--- config.mk ---
export PLATFORM = sky130hd
export DESIGN_NAME = ttl74169_counter
export DESIGN_NICKNAME = d
export VERILOG_FILES = /design/src/rtl/ttl74169_counter.sv
export SDC_FILE = /design/constraint.sdc
export NUM_CORES = 1
export LEC_CHECK = 0
export ABC_AREA = 1
export CORE_AREA = 2 2 39 41
export CTS_CLUSTER_SIZE = 28
export DETAILED_ROUTE_END_ITERATION = 8
export DIE_AREA = 0 0 41 43
export SYNTH_ARGS = -nofsm -noshare
export SYNTH_HDL_FRONTEND = slang
export SYNTH_SLANG_ARGS = --single-unit
--- constraint.sdc ---
create_clock -name clk -period 1.5 [get_ports clk]
set_clock_uncertainty 0.1 [all_clocks]
set_input_delay 0.3 -clock clk [delete_from_list [all_inputs] [get_ports clk]]
set_output_delay 0.3 -clock clk [all_outputs]
set_load 0.02 [all_outputs]
--- src/rtl/ttl74169_counter.sv ---
// 74LS169-style synchronous up/down counter with parallel load and cascadable ripple carry.
// Q is registered; rco_n is decoded combinationally from Q, direction and ent_n.
module ttl74169_counter #(
  parameter int unsigned WIDTH = 4
) (
  input  logic             clk,
  input  logic             rst,
  input  logic             direction,
  input  logic             load_n,
  input  logic             enp_n,
  input  logic             ent_n,
  input  logic [WIDTH-1:0] P,
  output logic [WIDTH-1:0] Q,
  output logic             rco_n
);

  logic [WIDTH-1:0] q_q;
  logic [WIDTH-1:0] q_d;
  logic             terminal_c;

  // Next count: load beats counting; both enables are needed to step.
  always_comb begin
    q_d = q_q;
    if (!load_n) begin
      q_d = P;
    end else if (!enp_n && !ent_n) begin
      q_d = direction ? (q_q + WIDTH'(1)) : (q_q - WIDTH'(1));
    end
  end

  always_ff @(posedge clk) begin
    if (rst) begin
      q_q <= '0;
    end else begin
      q_q <= q_d;
    end
  end

  // Terminal count depends on direction: all-ones going up, zero going down.
  assign terminal_c = direction ? (q_q == {WIDTH{1'b1}}) : (q_q == '0);
  assign rco_n      = ~(~ent_n & terminal_c);
  assign Q          = q_q;

endmodule

### After elaboration in Yosys (flattened, before gate mapping)

Index checks and enable logic that the tools add are counted.

| word-level totals | value |
|---|---|
| word-level logic and storage cells | 16 |
| output and inout port bits | 5 |
| flip-flop bits (word level) | 4 |
| bits of input ports | 10 |

| operators by class | value |
|---|---|
| reduce and logical (&&, ||, !) cells | 4 |
| bitwise logic cells | 3 |
| multiplexer cells | 4 |
| add/sub/neg operators | 2 |
| equality and inequality tests | 2 |

Operators with widths:

| operator | number |
|---|---|
| 4-bit 2-to-1 mux | 3 |
| 4-bit by 1-bit adder with 4-bit output, second input constant | 1 |
| 4-bit equality test, second input constant | 1 |
| 4-bit logical NOT | 1 |
| 4-bit by 1-bit subtractor with 4-bit output, second input constant | 1 |
| 1-bit logical NOT | 2 |
| 2-bit by 1-bit inequality test with 1-bit output, second input constant | 1 |
| 1-bit NOT | 2 |
| 1-bit AND | 1 |
| 1-bit logical AND | 1 |
| 1-bit 2-to-1 mux | 1 |

### Depth between registers and ports, before layout

| logic depth | value |
|---|---|
| word-level depth | 4 |
| mapped depth | 8 |
| mapped depth without buffers | 8 |

### Least setup slack after synthesis

Ideal clock, no wire load.

| path | value |
|---|---|
| kind | register to output |
| from | register q_q[0], in the netlist Q[0] |
| to | output rco_n |
| data arrival time | 1.126 ns |
| stages on the path, launching flop included | 3 |
| setup slack | -0.026 ns |
| cells stage by stage | dfxtp_1 > nor4_1 > o21ai_0 |

| between the ends | value |
|---|---|
| word-level cells in the longest chain between the ends | 4 |
| elaborated cells between the ends (all ways) | 5 |
| those cells by class | eq/ne: 1; mux: 1; bitwise: 2; reduce/logical: 1 |

Ends and longest elaborated chain:

| element | RTL line | RTL |
|---|---|---|
| start, declared | 17 | `logic [WIDTH-1:0] q_q;` |
| start signal, assigned | 35 | `q_q <= q_d;` |
| 4-bit equality test or 4-bit logical NOT (tied branches) | 40 | `assign terminal_c = direction ? (q_q == {WIDTH{1'b1}}) : (q_q == '0);` |
| 1-bit 2-to-1 mux * | 40 |  |
| 1-bit AND * | 41 | `assign rco_n = ~(~ent_n & terminal_c);` |
| 1-bit NOT * | 41 |  |
| end, declared | 14 | `output logic rco_n` |

Mark *: on every way between the ends. The rest lies on a longest branch, timed or not.

### Worst setup path after layout

| path | value |
|---|---|
| from | register q_q[1], in the netlist Q[1] |
| to | output rco_n |

Same word-level chain as after synthesis.

==> impl_metrics.toml <==
[floorplan]
dieArea_sq_um = 1763
initial_core_util = 0.2324
coreArea_sq_um = 1384
io_pins = 15
die_x_um = 41
dieHeight_um = 43
rows = 14

[synth]
syn_inst = 47
synth_cell_types = 20
synth_fp_nets = 60
synth_edf_count = 0
synth_flop_cell = "dfxtp_1"
synth-seq-area-share = 0.2490
ys_async_sr_fraction = 0
netlist_area_sq_um = 321.6
yosysWarnings = 0
synth_area_per_cell_sq_um = 6.842
synth-seq-cells = 4

[route]
drt_iter0_markers = 10
dr.pass1.iters = 4
wl_per_cell_um = 10.13
finalWirelength_um = 902
viasPerCell = 4.461
route.detailed.drc = 0
vias = 397
detail-route-antenna-nets = 0

[critical_path]
crit_type = "reg2out"
cp_max_fo = 4
crit_chain = "nand4_1, a21oi_1, o21ai_1, buf_2"
ff2ff_setup_slack_ns = 0.05
path_buf_inv = 1
end_kind = "output port"
cpLargestDelayFamily = "flip-flops"
cp_slowest_cell = "dfxtp_2"
cp.required_ns = 1.10
rr_endpoint = "Q[2]$_SDFFE_PP0P_"
r2r_start = "Q[0]$_SDFFE_PP0P_"
slowest_delay_ns = 0.35
cp.arrival_ns = 1.06
reg2reg_depth = 5
crit_path_start_kind = "register"

[sta]
finalSetupViolCount = 0
rsz0062_at_grt = "yes"
relSlewSlack = 0.8304
layout_min_cycle_time_ns = 1.458
fin_crit_sh = 0.9720
tightest_slew_ns = 0.2543
finalWorstSetupSlack_ns = 0.04196
slew_violations = 0
fin_tns_setup_ns = 0
final_hold_viol_count = 0
whs_ns = 0.4491
clock.fmax_mhz = 685.9

[power]
power.density_nw_per_um2 = 728.8
p_leak_uw = 0.0002755
power_uw = 437.7
ir_drop_uv = 287.4

[clocking]
clkLatencyLatePin_ns = 0.25
cts_hold_buf = 0
post-cts-setup-buffers = 0
root_buffer = "clkbuf_4"
numCtsBuffers = 3
cts_tree = "yes"
cts.path.max_buffers = 2
path_clk_slew_ns = 0.05
htreeDepth = 1
cts_sinks = 4

[placed_design]
port_buffers = 14
globalplace.congestion = 0.7923
dp_slack_ns = -0.4609
place_inst = 86
hpwl_um = 687

[global_routing]
grt_pass1_vias = 375
grt_start_max_net_pins = 7
grtUsageTotal = 0.1315
grt_use_met2 = 0.1781
gr-usage-met1 = 0.1704
use_met3 = 0.04712
antenna_found_initial = 0
grt_pass1_wl_mm = 1.538
busiest_layer = "met2"
overflow = 0

[final_layout]
multiInputGateArea_sq_um = 250.2
num_antenna_cells = 0
final_nets = 88
largest_reg_flops = 4
area.sequential_sq_um = 85.08
final_cell_count_no_fill = 89
fillers = 141
drive_above_1_share = 0.3836
syn_to_final_growth_pct = 86.77

[run_status]
status = "finished clean"

[min_path]
whs_endpoint = "Q[1]$_SDFFE_PP0P_"
hold_path.class = "reg2reg"
hold_depth = 2
worstHoldStart = "Q[1]$_SDFFE_PP0P_"

[job]
drv_cap = 0
-- layer usage --
layer | vias to the layer above | share of wire
li1 | 209 | -
met1 | 172 | 0.45
met2 | 12 | 0.46
met3 | 4 | 0.065
met4 | 0 | 0.019
met5 | - | 0
-- synthesized netlist by cell type (2+ instances only) --
cell type / number / area share
inv_1: 4 / 0.047
o21ai_1: 2 / 0.031
dfxtp_1: 4 / 0.25
inv_2: 2 / 0.023
ha_1: 2 / 0.078
nand3_1: 2 / 0.031
a31oi_1: 2 / 0.039
nand2_1: 16 / 0.19
a21oi_1: 2 / 0.031
-- power by group --
| group | internal [uW] | switching, uW | total (uW) |
|---|---|---|---|
| registers | 118 | 9.06 | 127 |
| logic | 85.6 | 80.0 | 166 |
| clock network | 90.3 | 55.3 | 146 |
-- cell type report --
type,instances,share of cell area
tap,16,0.03333
timing repair buffer,23,0.3292
sequential,4,0.1417
multi-input combinational,37,0.4167
clock buffer,3,0.03750
inverter,6,0.04167
-- per-stage QoR --
stage / cell area (sq um) / utilization
after floorplan: 321.6 / -
after global placement: 549.3 / 0.3969
after detailed placement: 549.3 / 0.3969
after CTS: 569.3 / 0.4114
after global routing: 600.6 / 0.4340
final: 600.6 / 0.4340
-- worst max path at each step --
| stage | endpoint | slack (ns) | depth (start not counted) | startpoint |
|---|---|---|---|---|
| final | rco_n | 0.04 | 4 | Q[1]$_SDFFE_PP0P_ |
| after global routing | rco_n | -0.02 | 3 | Q[1]$_SDFFE_PP0P_ |
| after CTS | rco_n | 0.02 | 3 | Q[0]$_SDFFE_PP0P_ |
| after detailed placement | Q[3]$_SDFFE_PP0P_ | -0.46 | 8 | direction |
| after global placement | Q[3]$_SDFFE_PP0P_ | -0.45 | 8 | direction |
| after floorplan | Q[3]$_SDFFE_PP0P_ | 0.09 | 6 | Q[2]$_SDFFE_PP0P_ |
-- worst reg2reg max path: cells and delay by family, from the launching register on --
family | cells | cell delay [ns]
adder cells (fa/ha/maj) | 1 | 0.38
flip-flops | 1 | 0.33
XOR/XNOR | 1 | 0.21
buffers and inverters | 1 | 0.14
AO/OA/AOI/OAI | 1 | 0.13
AND/OR/NAND/NOR | 1 | 0.07
-- logic make-up after synthesis --
| kind of cell | synth area share |
|---|---|
| adders and majority gates | 0.1401 |
| buffers and inverters | 0.07003 |
| xor gates and xnor gates | 0.02724 |
| DFF | 0.2490 |
| and+or+nand+nor | 0.3191 |
| AOI/OAI and AO/OA | 0.1946 |
-- timing repair --
action / in CTS / in global routing
setup endpoints to repair: 8 / 6
hold endpoints to repair: 0 / 0
pin swaps: 0 / 3
gates resized for setup: 13 / 8
-- cells in the final DEF (no fill, tap or decap) --
master and count:
buf_2 1, nand2_1 16, nor2_1 1, o21bai_1 1, o21ai_2 1, ha_1 1
clkdlybuf4s15_1 1, nand4_1 1, or2_1 1, clkbuf_4 3, dfxtp_2 4, clkdlybuf4s50_1 8
a21oi_1 2, inv_4 1, xor2_1 1, nand3_2 2, a21oi_2 1, nor4_2 1
inv_1 3, fa_2 1, inv_2 2, buf_4 9, dlygate4sd2_1 4, a31oi_1 2
nor3_2 1, ha_4 1, o21ai_1 3
No activity file was read; power rests on OpenSTA's default activity.
